[src/rtl/mem_port_arbiter_pkg.sv]
// ============================================================================
// mem_arb_pkg: shared types and constants for the fetch/data memory arbiter.
// Revision: 1.0
// ============================================================================
`default_nettype none

package mem_arb_pkg;

  localparam int c_ADDR_W_DEF = 32;
  localparam int c_DATA_W_DEF = 32;
  localparam int c_ALIGN_BITS = 2;

  typedef enum logic [1:0] {
    IDLE = 2'd0,
    CMD  = 2'd1,
    WAIT = 2'd2,
    RESP = 2'd3
  } arb_state_t;

  typedef enum logic [0:0] {
    PORT_IF = 1'b0,
    PORT_D  = 1'b1
  } arb_port_t;

  function automatic logic is_misaligned(input logic [c_ALIGN_BITS-1:0] low_bits);
    return (low_bits != '0);
  endfunction

endpackage

`default_nettype wire

[src/rtl/mem_port_arbiter_if.sv]
// ============================================================================
// mem_port_arbiter_if: fetch, data and memory-side buses of the arbiter.
// Revision: 1.0
// ============================================================================
`default_nettype none

interface mem_port_arbiter_if #(
  parameter int ADDR_W = 32,
  parameter int DATA_W = 32
);
  logic              if_req;
  logic [ADDR_W-1:0] if_addr;
  logic              if_ack;
  logic [DATA_W-1:0] if_rdata;
  logic              if_err;

  logic              d_req;
  logic              d_we;
  logic [ADDR_W-1:0] d_addr;
  logic [DATA_W-1:0] d_wdata;
  logic              d_ack;
  logic [DATA_W-1:0] d_rdata;
  logic              d_err;

  logic [ADDR_W-1:0] mem_a;
  logic [DATA_W-1:0] mem_wdata;
  logic              mem_read;
  logic              mem_write;
  logic [DATA_W-1:0] mem_rdata;

  logic              busy;

  modport slave (
    input  if_req, if_addr, d_req, d_we, d_addr, d_wdata, mem_rdata,
    output if_ack, if_rdata, if_err, d_ack, d_rdata, d_err,
           mem_a, mem_wdata, mem_read, mem_write, busy
  );

  modport master (
    output if_req, if_addr, d_req, d_we, d_addr, d_wdata, mem_rdata,
    input  if_ack, if_rdata, if_err, d_ack, d_rdata, d_err,
           mem_a, mem_wdata, mem_read, mem_write, busy
  );
endinterface

`default_nettype wire

[src/rtl/mem_port_arbiter_prio.sv]
// ============================================================================
// mem_arb_prio: data-over-fetch winner selection with a saturating starve guard.
// Revision: 1.0
// ============================================================================
`default_nettype none

module mem_arb_prio
  import mem_arb_pkg::*;
#(
  parameter int STARVE_MAX = 4
) (
  input  wire       clk,
  input  wire       nreset,
  input  wire       if_req_i,
  input  wire       d_req_i,
  input  wire       grant_i,
  output arb_port_t sel_o
);

  localparam int c_CNT_W = (STARVE_MAX < 1) ? 1 : $clog2(STARVE_MAX + 1);
  localparam logic [c_CNT_W-1:0] c_LIMIT = c_CNT_W'(STARVE_MAX);

  logic [c_CNT_W-1:0] starve_q, starve_d;
  arb_port_t          sel_w;

  always_comb begin
    sel_w = PORT_D;
    if (if_req_i && (!d_req_i || (starve_q == c_LIMIT))) begin
      sel_w = PORT_IF;
    end
  end

  // The guard only counts data grants that actually made fetch wait.
  always_comb begin
    starve_d = starve_q;
    if (!if_req_i) begin
      starve_d = '0;
    end else if (grant_i) begin
      if (sel_w == PORT_IF) begin
        starve_d = '0;
      end else if (starve_q != c_LIMIT) begin
        starve_d = starve_q + c_CNT_W'(1);
      end
    end
  end

  always_ff @(posedge clk or negedge nreset) begin
    if (!nreset) begin
      starve_q <= '0;
    end else begin
      starve_q <= starve_d;
    end
  end

  assign sel_o = sel_w;

endmodule

`default_nettype wire

[src/rtl/mem_port_arbiter.sv]
// ============================================================================
// mem_port_arbiter: shares one single-ported memory between fetch and data ports.
// Revision: 1.0
// ============================================================================
`default_nettype none

module mem_port_arbiter
  import mem_arb_pkg::*;
#(
  parameter int ADDR_W     = c_ADDR_W_DEF,
  parameter int DATA_W     = c_DATA_W_DEF,
  parameter int MEM_LAT    = 1,
  parameter int STARVE_MAX = 4
) (
  input  wire                clk,
  input  wire                nreset,
  mem_port_arbiter_if.slave  bus
);

  localparam int c_WCNT_W = (MEM_LAT > 1) ? $clog2(MEM_LAT) : 1;
  localparam logic [c_WCNT_W-1:0] c_LAST_WAIT = c_WCNT_W'(MEM_LAT - 1);

  arb_state_t          state_q, state_d;
  arb_port_t           port_q, port_d;
  logic                we_q, we_d;
  logic                err_q, err_d;
  logic [ADDR_W-1:0]   mem_a_q, mem_a_d;
  logic [DATA_W-1:0]   mem_wdata_q, mem_wdata_d;
  logic [c_WCNT_W-1:0] wcnt_q, wcnt_d;
  logic [DATA_W-1:0]   if_rdata_q, if_rdata_d;
  logic [DATA_W-1:0]   d_rdata_q, d_rdata_d;

  logic                grant_w;
  arb_port_t           sel_w;
  logic [DATA_W-1:0]   rdata_w;

  mem_arb_prio #(
    .STARVE_MAX (STARVE_MAX)
  ) u_prio (
    .clk      (clk),
    .nreset   (nreset),
    .if_req_i (bus.if_req),
    .d_req_i  (bus.d_req),
    .grant_i  (grant_w),
    .sel_o    (sel_w)
  );

  always_comb begin
    state_d     = state_q;
    port_d      = port_q;
    we_d        = we_q;
    err_d       = err_q;
    mem_a_d     = mem_a_q;
    mem_wdata_d = mem_wdata_q;
    wcnt_d      = wcnt_q;
    if_rdata_d  = if_rdata_q;
    d_rdata_d   = d_rdata_q;
    grant_w     = 1'b0;
    rdata_w     = '0;

    case (state_q)
      IDLE: begin
        if (bus.if_req || bus.d_req) begin
          grant_w = 1'b1;
          port_d  = sel_w;
          if (sel_w == PORT_IF) begin
            mem_a_d     = bus.if_addr;
            mem_wdata_d = '0;
            we_d        = 1'b0;
          end else begin
            mem_a_d     = bus.d_addr;
            mem_wdata_d = bus.d_wdata;
            we_d        = bus.d_we;
          end
          err_d   = is_misaligned(mem_a_d[c_ALIGN_BITS-1:0]);
          state_d = CMD;
        end
      end
      CMD: begin
        wcnt_d  = '0;
        state_d = WAIT;
      end
      WAIT: begin
        if (wcnt_q == c_LAST_WAIT) begin
          // Stores and errored accesses report zero data.
          if (!we_q && !err_q) begin
            rdata_w = bus.mem_rdata;
          end
          if (port_q == PORT_IF) begin
            if_rdata_d = rdata_w;
          end else begin
            d_rdata_d = rdata_w;
          end
          state_d = RESP;
        end else begin
          wcnt_d = wcnt_q + c_WCNT_W'(1);
        end
      end
      RESP: begin
        state_d = IDLE;
      end
      default: begin
        state_d = IDLE;
      end
    endcase
  end

  always_ff @(posedge clk or negedge nreset) begin
    if (!nreset) begin
      state_q     <= IDLE;
      port_q      <= PORT_IF;
      we_q        <= 1'b0;
      err_q       <= 1'b0;
      mem_a_q     <= '0;
      mem_wdata_q <= '0;
      wcnt_q      <= '0;
      if_rdata_q  <= '0;
      d_rdata_q   <= '0;
    end else begin
      state_q     <= state_d;
      port_q      <= port_d;
      we_q        <= we_d;
      err_q       <= err_d;
      mem_a_q     <= mem_a_d;
      mem_wdata_q <= mem_wdata_d;
      wcnt_q      <= wcnt_d;
      if_rdata_q  <= if_rdata_d;
      d_rdata_q   <= d_rdata_d;
    end
  end

  assign bus.mem_a     = mem_a_q;
  assign bus.mem_wdata = mem_wdata_q;
  assign bus.mem_read  = (state_q == CMD) && !we_q && !err_q;
  assign bus.mem_write = (state_q == CMD) && we_q && !err_q;

  assign bus.if_ack    = (state_q == RESP) && (port_q == PORT_IF);
  assign bus.d_ack     = (state_q == RESP) && (port_q == PORT_D);
  assign bus.if_err    = bus.if_ack && err_q;
  assign bus.d_err     = bus.d_ack && err_q;
  assign bus.if_rdata  = if_rdata_q;
  assign bus.d_rdata   = d_rdata_q;
  assign bus.busy      = (state_q != IDLE);

endmodule

`default_nettype wire
[src/flat_wrapper.sv]
// flat-port wrapper written by rule: the top's interface ports become plain ports
module mem_port_arbiter_flat import mem_arb_pkg::*;
#(
  parameter int ADDR_W     = c_ADDR_W_DEF,
  parameter int DATA_W     = c_DATA_W_DEF,
  parameter int MEM_LAT    = 1,
  parameter int STARVE_MAX = 4
)
  (clk, nreset, bus_if_req, bus_if_addr, bus_d_req, bus_d_we, bus_d_addr, bus_d_wdata, bus_mem_rdata, bus_if_ack, bus_if_rdata, bus_if_err, bus_d_ack, bus_d_rdata, bus_d_err, bus_mem_a, bus_mem_wdata, bus_mem_read, bus_mem_write, bus_busy);
  mem_port_arbiter_if #(.ADDR_W(ADDR_W), .DATA_W(DATA_W)) bus_i ();
  input  wire clk;
  input  wire nreset;
  input wire logic [$bits(bus_i.if_req)-1:0] bus_if_req;
  input wire logic [$bits(bus_i.if_addr)-1:0] bus_if_addr;
  input wire logic [$bits(bus_i.d_req)-1:0] bus_d_req;
  input wire logic [$bits(bus_i.d_we)-1:0] bus_d_we;
  input wire logic [$bits(bus_i.d_addr)-1:0] bus_d_addr;
  input wire logic [$bits(bus_i.d_wdata)-1:0] bus_d_wdata;
  input wire logic [$bits(bus_i.mem_rdata)-1:0] bus_mem_rdata;
  output wire logic [$bits(bus_i.if_ack)-1:0] bus_if_ack;
  output wire logic [$bits(bus_i.if_rdata)-1:0] bus_if_rdata;
  output wire logic [$bits(bus_i.if_err)-1:0] bus_if_err;
  output wire logic [$bits(bus_i.d_ack)-1:0] bus_d_ack;
  output wire logic [$bits(bus_i.d_rdata)-1:0] bus_d_rdata;
  output wire logic [$bits(bus_i.d_err)-1:0] bus_d_err;
  output wire logic [$bits(bus_i.mem_a)-1:0] bus_mem_a;
  output wire logic [$bits(bus_i.mem_wdata)-1:0] bus_mem_wdata;
  output wire logic [$bits(bus_i.mem_read)-1:0] bus_mem_read;
  output wire logic [$bits(bus_i.mem_write)-1:0] bus_mem_write;
  output wire logic [$bits(bus_i.busy)-1:0] bus_busy;
  assign bus_i.if_req = bus_if_req;
  assign bus_i.if_addr = bus_if_addr;
  assign bus_i.d_req = bus_d_req;
  assign bus_i.d_we = bus_d_we;
  assign bus_i.d_addr = bus_d_addr;
  assign bus_i.d_wdata = bus_d_wdata;
  assign bus_i.mem_rdata = bus_mem_rdata;
  assign bus_if_ack = bus_i.if_ack;
  assign bus_if_rdata = bus_i.if_rdata;
  assign bus_if_err = bus_i.if_err;
  assign bus_d_ack = bus_i.d_ack;
  assign bus_d_rdata = bus_i.d_rdata;
  assign bus_d_err = bus_i.d_err;
  assign bus_mem_a = bus_i.mem_a;
  assign bus_mem_wdata = bus_i.mem_wdata;
  assign bus_mem_read = bus_i.mem_read;
  assign bus_mem_write = bus_i.mem_write;
  assign bus_busy = bus_i.busy;
  mem_port_arbiter #(.ADDR_W(ADDR_W), .DATA_W(DATA_W), .MEM_LAT(MEM_LAT), .STARVE_MAX(STARVE_MAX)) u_core (.clk(clk), .nreset(nreset), .bus(bus_i));
endmodule
[config.mk]
export PLATFORM = sky130hd
export DESIGN_NAME = mem_port_arbiter_flat
export DESIGN_NICKNAME = d
export VERILOG_FILES = /design/src/rtl/mem_port_arbiter_pkg.sv /design/src/rtl/mem_port_arbiter_if.sv /design/src/rtl/mem_port_arbiter_prio.sv /design/src/rtl/mem_port_arbiter.sv /design/src/flat_wrapper.sv
export SDC_FILE = /design/constraint.sdc
export NUM_CORES = 1
export LEC_CHECK = 0
export BUFFER_PORTS_ARGS = -buffer_cell sky130_fd_sc_hd__buf_2
export CAP_MARGIN = 0
export CORE_MARGIN = 8
export CORE_UTILIZATION = 40
export DETAILED_ROUTE_END_ITERATION = 12
export PLACE_DENSITY = 0.71
export SETUP_SLACK_MARGIN = 0.3
export SYNTH_ARGS = -nofsm -noshare
export SYNTH_HDL_FRONTEND = slang
export SYNTH_HIERARCHICAL = 1
export SYNTH_SLANG_ARGS = --single-unit
[constraint.sdc]
create_clock -name clk -period 2.7 [get_ports clk]
set_clock_uncertainty 0.05 [all_clocks]
set_input_delay 0.675 -clock clk [delete_from_list [all_inputs] [get_ports clk]]
set_output_delay 0.675 -clock clk [all_outputs]
set_load 0.02 [all_outputs]
[Word-level counts from Yosys, hierarchy flattened]
Index checks and enable logic that the tools add are counted.
Cells by class
  $add $sub $neg: 2
  equality and inequality tests: 9
  mux-type cells: 18
  bitwise gates (word level): 2
  reduce and logical (&&, ||, !) cells: 24
Operator list (number)
  $mux 32: 5
  $mux 3: 4
  $logic_and 1x1->1: 10
  $pmux 2 s4: 1
  $reduce_and 2->1: 3
  $reduce_and 3->1: 2
  $reduce_bool 2->1: 3
  $mux 1: 5
  $eq 2x2->1 const B: 2
  $mux 2: 2
  $ne 2x1->1 const B: 2
  $add 3x1->3 const B: 1
  $eq 3x3->1 const B: 1
  $logic_not 1->1: 3
  $ne 3x1->1 const B: 1
  $ne 3x3->1 const B: 1
  $eq 2x1->1 const B: 1
  $logic_not 2->1: 1
  $logic_or 1x1->1: 2
  $ne 2x2->1 const B: 1
  $not 1->1: 2
  $pmux 1 s2: 1
  $add 1x1->1 const B: 1
Storage, ports and cells
  register bits after elaboration: 137
  input port bits: 133
  output and inout port bits: 135
  word-level logic and storage cells: 65

[Longest topological paths before layout]
Gate-level depths: netlist (run 1).
  word-level depth: 7
  gate-level depth with buffers: 9
  depth with buffers taken out: 7

[Modules after synthesis]
The synthesis (run 1) kept the hierarchy.
By module, submodules not included
  mem_port_arbiter: instances 1, cells an instance 554, area an instance 5455.2 um2, sequential area each 3328.2 um2
  mem_arb_prio: instances 1, cells an instance 20, area an instance 195.2 um2, sequential area each 75.1 um2

[Worst setup path after synthesis (run 1)]
Ideal clock, no wire load.
  path kind: register to output
  from: register u_core.state_q[1]
  to: output port bus_if_err
  arrival: 1179 ps
  required time: 1975 ps
  path slack: 796 ps
  stages on the path, launching flop included: 4
  cell sequence: dfrtp_1 ha_1 nor2b_1 and2_1
Between the ends
  longest elaborated chain between the ends: 3
Ends and longest elaborated chain
  start, declared: RTL line mem_port_arbiter.sv:23  | arb_state_t state_q, state_d;
  start signal, assigned: RTL line mem_port_arbiter.sv:120  | state_q <= state_d;
  $eq 2x2->1: RTL line mem_port_arbiter.sv:137  | assign bus.if_ack = (state_q == RESP) && (port_q == PORT_IF);
  $logic_and 1x1->1: RTL line mem_port_arbiter.sv:137
  via bus_if_ack: RTL line flat_wrapper.sv:20  | output wire logic [$bits(bus_i.if_ack)-1:0] bus_if_ack;
  $logic_and 1x1->1: RTL line mem_port_arbiter.sv:139  | assign bus.if_err = bus.if_ack && err_q;
  end, declared: RTL line flat_wrapper.sv:22  | output wire logic [$bits(bus_i.if_err)-1:0] bus_if_err;
The timed path passes the listed nets, and every way through them passes these cells.

[Worst setup path in the final report (run 1)]
  from: register u_core.state_q[0]
  to: output port bus_if_err
Between the ends
  longest elaborated chain between the ends: 3
Ends and longest elaborated chain (RTL line)
  $eq 2x2->1: mem_port_arbiter.sv:137
  $logic_and 1x1->1: mem_port_arbiter.sv:137
  $logic_and 1x1->1: mem_port_arbiter.sv:139
Every way passes these cells.

==> results of run 1 <==
## power groups by stage
stage	combinational [mW]	sequential, mW	clock [mW]
after floorplan	1.39	4.10	0
after global placement	3.57	3.23	0
after detailed placement	3.67	3.25	0
after CTS	3.66	3.23	2.45
after global routing	4.00	3.33	2.53
final	3.59	3.23	2.39
## flip-flops by register name, indices dropped and copies added (netlist names), 2 cells and up
signal / flops
u_core/bus.d_rdata: 32
u_core/bus.if_rdata: 32
u_core/bus.mem_a: 32
u_core/bus.mem_wdata: 32
u_core/u_prio/starve_q: 3
u_core/state_q: 2
## worst paths after layout
| check | end | slack, ns | cells past startpoint |
|---|---|---|---|
| min in group clk | u_core/bus.mem_wdata[12] | 0.42 | 2 |
| min | u_core/bus.if_rdata[1] | 0.17 | 1 |
| max | bus_if_err | 0.50 | 4 |
| max reg2reg | u_core/bus.mem_a[17] | 0.69 | 7 |
| min reg2reg | u_core/bus.mem_wdata[12] | 0.42 | 2 |
| max in group asynchronous | u_core/bus.mem_a[19] | 1.82 | 2 |
## cell usage after synthesis (2+ instances only)
master    instances
a21boi_1          3
and2_1            2
buf_2            13
buf_4             9
buf_6             2
clkbuf_1         10
clkbuf_2          2
clkbuf_4          2
dfrtp_1         136
ha_1              7
inv_1             7
mux2i_1          32
nand2_1         197
nand2b_1          2
nand3_1           2
nor3_1            2
nor3b_1           2
o21ai_0         118
o21ai_1          12
## per-layer routing
metal	vias up	GRT usage [%]	wire length (um)
met5	-	0	8
met4	2	6.55	213
met3	23	9.10	1940
met2	189	30.0	7850
met1	2217	20.9	6600
li1	2423	-	-
## kinds of logic after synthesis
family / Yosys count / share of synthesized area (%)
adder cells (fa/ha/maj): 7 / 1.55
multiplexers: 34 / 6.07
AO/OA/AOI/OAI: 138 / 12.8
flip-flops: 136 / 60.2
AND/OR/NAND/NOR: 214 / 15.1
buffers and inverters: 45 / 4.32
## area by class of cell
type,count,area [um2],share of cell area (%)
sequential,136,3400,43.6
multi-input combinational,393,2020,25.8
timing repair buffer,281,1510,19.4
clock buffer,24,502,6.43
tap,180,225,2.89
clock inverter,7,115,1.48
inverter,7,26.3,0.337
antenna,1,2.50,0.0321
## metrics by stage
| stage | instances | total power [mW] | setup WS [ns] | utilization [%] | instance area, um2 |
|---|---|---|---|---|---|
| 4_1_cts | 1028 | 9.34 | 0.475 | 56.4 | 7800 |
| 2_1_floorplan | 574 | 5.49 | 0.796 | - | 5650 |
| 3_3_place_gp | 997 | 6.81 | 0.538 | 51.9 | 7180 |
| 3_5_place_dp | 997 | 6.92 | 0.489 | 51.9 | 7180 |
| 6_report | 1029 | 9.21 | 0.498 | 56.4 | 7800 |
| 5_1_grt | 1028 | 9.86 | 0.410 | 56.4 | 7800 |
==> qor.csv, run 1 <==
stage;metric;value;unit
drt;routed vias/inst;4.72;
critical_path;WP data required;1.98;ns
floorplanning;initial core utilization;40.9;%
critical_path;Crit. Startpoint;u_core/state_q[0];
logic_synthesis;post-synth top area cell;dfrtp_1;
logic_synthesis;Synth Net Count;714;
critical_path;CP Data Arrival Time;1.48;ns
grt;largest net degree at the start of global routing;65;
logic_synthesis;Yosys warnings;6;
drt;ANT nets after route;0;
cts;setup bufs post-CTS;0;
cts;clk sinks;136;
layout;# nets final;976;
critical_path;Crit. End Element;output port;
floorplanning;row cnt;43;
floorplanning;core footprint;13800;um2
critical_path;Critical Path Max Stage Delay;0.40;ns
grt;vias in the first global route;5138;
cts;Resize count post-CTS;0;
critical_path;worst r2r src;u_core/u_prio/starve_q[0];
critical_path;slowest CP cell;dfrtp_1;
logic_synthesis;Netlist cell types;33;
timing;Tcrit/Tclk final;81.6;%
logic_synthesis;mapped cell area;5650;um2
logic_synthesis;EDFF count, synth;0;
pwr;Reg power frac;35.0;%
pwr;Sw Share;40.0;%
place;HPWL after DPL;12.7;mm
pwr;cell-internal power;5.53;mW
timing;sum of negative setup slack;0;ns
job;max-cap viol count;0;
floorplanning;Top Ports;268;
cts;CTS root buffer;clkbuf_16;
cts;Skew-Pair Late Insertion Delay;0.41;ns
critical_path;CP bufs+invs;1;
logic_synthesis;Avg Inst Size Synth;9.84;um2
layout;FILL cells;1248;
pwr;Clock power frac;26.0;%
cts;H-tree levels;4;
timing;tightest hold margin;0.174;ns
place;GP Congestion;0.778;
critical_path;worst-path cell chain;ha_1, nor2b_1, and2_1, buf_2;
min_path;hold crit path type;input port to asynchronous set/reset pin;
timing;unrepaired setup endpoints after global routing;false;
pwr;VDD IR max;0.000582;V
drt;number of DRC markers in iteration 0;212;
logic_synthesis;synth top area cells;dfrtp_1, nand2_1, o21ai_0;
timing;crit path time final;2.20;ns
critical_path;family with the most delay on the worst path;flip-flops;
timing;final setup violation count;0;
cts;CTS tree;done;
logic_synthesis;Main synth FF type;dfrtp_1;
timing;maximum clock rate;454;MHz
logic_synthesis;Mapped Cells;574;
grt;first-pass GRT wire length;26.6;mm
cts;total CTS buffers;17;
drt;Wirelength per Cell;16.1;um
grt;overall routing resource usage;18.6;%
floorplanning;Die ar.;18200;um2
layout;Area growth, synth to finish;38.0;%
pwr;Leak;4.31;nW
cts;clock slew at reported path FFs;0.05;ns
drt;Pre-antenna DRT Iters;4;
drt;vias;4854;
critical_path;Crit Path Max Fanout;3;
grt;antenna violations before repair;1;
drt;total routed wirelength;16.6;mm
drt;Remaining DRCs;0;
logic_synthesis;top cell type's share of synthesized area;60.2;%
place;PortBufs;267;
critical_path;Setup Crit Path Kind;flop to output port;
logic_synthesis;#FFs+latches synth;136;
layout;commonest non-fill, non-tap cell in the layout;buf_2;
floorplanning;Die W;135;um
timing;count of final hold-check violations;0;
logic_synthesis;register area share after synthesis;60.2;%
timing;worst-margin pin slew;0.576;ns
status;outcome;finished, final reports clean;
layout;share of cells above drive strength 1;37.5;%
pwr;Power Dens Cells;1180;nW/um2
timing;Pins Over Slew Limit;0;
timing;Rel. slew slack;61.6;%
critical_path;Worst Setup Start Kind;flop;
cts;Max clock buf depth;2;
logic_synthesis;FFs w/ async S/R, synth;100;%
pwr;switching pwr;3.68;mW
grt;GRT overflow;0;
cts;cts hold-fix bufs;0;
layout;most frequent cells in the layout;buf_2, nand2_1, dfrtp_1, o21ai_0, mux2i_1;
floorplanning;Die Ht;135;um
pwr;Logic pwr share;39.0;%
No activity file was read; power rests on OpenSTA's default activity.
==> run 2, diff against run 1 <==
--- a/config.mk
+++ b/config.mk
@@ -10,7 +10,7 @@
 export CORE_MARGIN = 8
 export CORE_UTILIZATION = 40
 export DETAILED_ROUTE_END_ITERATION = 12
-export PLACE_DENSITY = 0.71
+export PLACE_DENSITY = 0.73
 export SETUP_SLACK_MARGIN = 0.3
 export SYNTH_ARGS = -nofsm -noshare
 export SYNTH_HDL_FRONTEND = slang
==> constraint.sdc (replaced) <==
create_clock -name clk -period 1.9 [get_ports clk]
set_clock_uncertainty 0.05 [all_clocks]
set_input_delay 0.475 -clock clk [delete_from_list [all_inputs] [get_ports clk]]
set_output_delay 0.475 -clock clk [all_outputs]
set_load 0.02 [all_outputs]
==> run 2 against run 1 <==
  * The run now ends with setup timing left
  * Register-to-register slack lost 0.47 ns
  * Worst setup slack lost 0.56 ns
  * Die area is the same
  * Clock-buffer cell count shrank 4
  * Non-clock buffer count grew 23
  * Critical path depth is the same
  * Cell area grew 6.9%
  * Power grew 50%
  * Sequential power grew 42%
  * Global-route usage grew 0.32 points
  * Critical endpoint unchanged
  * Largest power group unchanged
  * Highest routed layer unchanged
==> qor.csv, run 2 (synthesis gave the netlist of run 1 again) <==
stage;metric;value;unit;change
critical_path;Crit. End Element;output port;;
grt;GRT overflow;0;;unchanged
drt;number of DRC markers in iteration 0;287;;+35%
grt;first-pass GRT wire length;27.0;mm;+1.2%
layout;share of cells above drive strength 1;41.0;%;+3.5 points
drt;total routed wirelength;17.8;mm;+7.3%
pwr;VDD IR max;0.000790;V;+36%
timing;PnR worst setup slack;-0.0586;ns;-0.557 ns
drt;ANT nets after route;0;;unchanged
place;GP Congestion;0.777;;-0.13%
floorplanning;Die Ht;135;um;unchanged
grt;vias in the first global route;5053;;-1.7%
critical_path;worst r2r src;u_core/u_prio/starve_q[0];;
cts;Skew-Pair Late Insertion Delay;0.41;ns;about the same
floorplanning;Top Ports;268;;unchanged
timing;Pins Over Slew Limit;0;;unchanged
timing;Rel. slew slack;68.6;%;+7.0 points
cts;CTS tree;done;;
timing;Tcrit/Tclk final;103;%;
floorplanning;Die ar.;18200;um2;unchanged
layout;# nets final;999;;+2.4%
status;outcome;complete, but fails checks;;
layout;Area growth, synth to finish;47.6;%;
floorplanning;initial core utilization;40.9;%;unchanged
place;Place WS;0.127;ns;-0.361 ns
pwr;Leak;4.53;nW;+5.0%
grt;overall routing resource usage;18.9;%;+0.32 points
pwr;Tot Pwr;13.8;mW;+50%
floorplanning;core footprint;13800;um2;unchanged
grt;antenna violations before repair;4;;+3
cts;total CTS buffers;17;;unchanged
timing;final setup violation count;5;;+5
layout;commonest non-fill, non-tap cell in the layout;buf_2;;
drt;Wirelength per Cell;17.0;um;+5.0%
cts;clock slew at reported path FFs;0.06;ns;about the same
critical_path;Crit. Startpoint;u_core/state_q[1];;
critical_path;worst-path cell chain;ha_2, nor2b_4, and2_4, buf_6;;
drt;Pre-antenna DRT Iters;4;;unchanged
cts;CTS root buffer;clkbuf_16;;
timing;maximum clock rate;511;MHz;
min_path;hold path cells;3;;
critical_path;Setup Crit Path Kind;flop to output port;;
timing;worst-margin pin slew;0.472;ns;-0.104 ns
job;max-cap viol count;0;;unchanged
drt;routed vias/inst;4.76;;+0.90%
status;failing checks;setup timing;;
cts;Max clock buf depth;2;;unchanged
drt;Remaining DRCs;0;;unchanged
floorplanning;row cnt;43;;unchanged
timing;count of final hold-check violations;0;;unchanged
pwr;Power Dens Cells;1660;nW/um2;+40%
place;PortBufs;267;;unchanged
layout;most frequent cells in the layout;buf_2, nand2_1, dfrtp_1, o21ai_1, o21ai_0;;
cts;H-tree levels;4;;unchanged
min_path;hold crit path type;input port to flop;;
timing;unrepaired setup endpoints after global routing;true;;
critical_path;Crit Path Max Fanout;4;;+1
critical_path;worst reg-to-reg path cell count;9;;+2
layout;Final Util;60.3;%;+3.9 points
grt;largest net degree at the start of global routing;85;;+31%
critical_path;CP Data Arrival Time;1.43;ns;-0.05 ns
place;HPWL after DPL;12.6;mm;-0.95%
min_path;hold path startpoint;bus_d_wdata[21];;
critical_path;Worst Setup Start Kind;flop;;
critical_path;slowest CP cell;dfrtp_1;;
critical_path;WP data required;1.37;ns;-0.61 ns
critical_path;Critical Path Max Stage Delay;0.42;ns;+0.02 ns
cts;clk sinks;136;;unchanged
floorplanning;Die W;135;um;unchanged
timing;crit path time final;1.96;ns;
drt;vias;5007;;+3.2%
==> run 2: cell count changes in the layout (fill, tap and decap cells not counted), moves of 6 or more <==
cell	before	now
buf_2	266	260
buf_6	1	8
buf_4	9	15
o21ai_0	118	40
buf_12	5	12
o21ai_1	12	90
==> run 2: final timing paths <==
check / to / slack [ns]
setup / recovery: bus_if_err / -0.06
hold / removal: u_core/bus.mem_wdata[21] / 0.24
setup reg to reg: u_core/bus.mem_a[14] / 0.22
hold reg to reg: u_core/bus.mem_wdata[13] / 0.42
max in group asynchronous: u_core/bus.mem_wdata[27] / 0.69
min in group asynchronous: u_core/bus.if_rdata[14] / 0.53
==> run 2: timing repair <==
action,4_1_cts,5_1_grt
hold endpoints to repair,40,0
setup buffers,10,6
endpoints found under the setup margin,44,76
cloned,4,2
pin swaps,8,20
gates resized for setup,65,60
hold buffers,1,0
==> run 2: through the flow <==
step,hold WS [ns],TNS (ns),instance area [um2],instances
detailed placement,0.401,0,7230,997
CTS,0.233,-0.286,8200,1043
finish,0.245,-0.202,8340,1052
floorplan,0.129,0,5670,574
global route,0.235,-0.497,8340,1052
global placement,0.404,0,7230,997
==> run 2: routing by layer <==
metal	share of wire, %	wire length, um	global-route usage [%]	vias up
met5	0.20	35	0	-
met4	1.4	244	5.61	6
met3	12	2090	10.2	26
met2	49	8690	30.9	211
met1	38	6770	20.8	2291
li1	-	-	-	2473
==> run 2: power by group <==
part / switching, mW / internal [mW] / total [mW] / leakage (nW)
combinational: 3.65 / 1.96 / 5.61 / 2.47
clock: 1.22 / 2.39 / 3.62 / 0.312
sequential: 0.606 / 3.99 / 4.60 / 1.75
==> run 2: final cells by class <==
type	count	area, um2
Clock inverter	11	196
Antenna cell	1	2.50
Clock buffer	20	457
Sequential cell	136	3400
Inverter	7	26.3
Fill cell	1198	5490
Timing Repair Buffer	304	1940
Multi-Input combinational cell	393	2080
Tap cell	180	225
==> run 2: critical path: cells and delay by family, from the launching register on <==
family                   cells  cell delay, ns
adder cells (fa/ha/maj)      1            0.20
AND/OR/NAND/NOR              2            0.28
flip-flops                   1            0.42
buffers and inverters        1            0.12
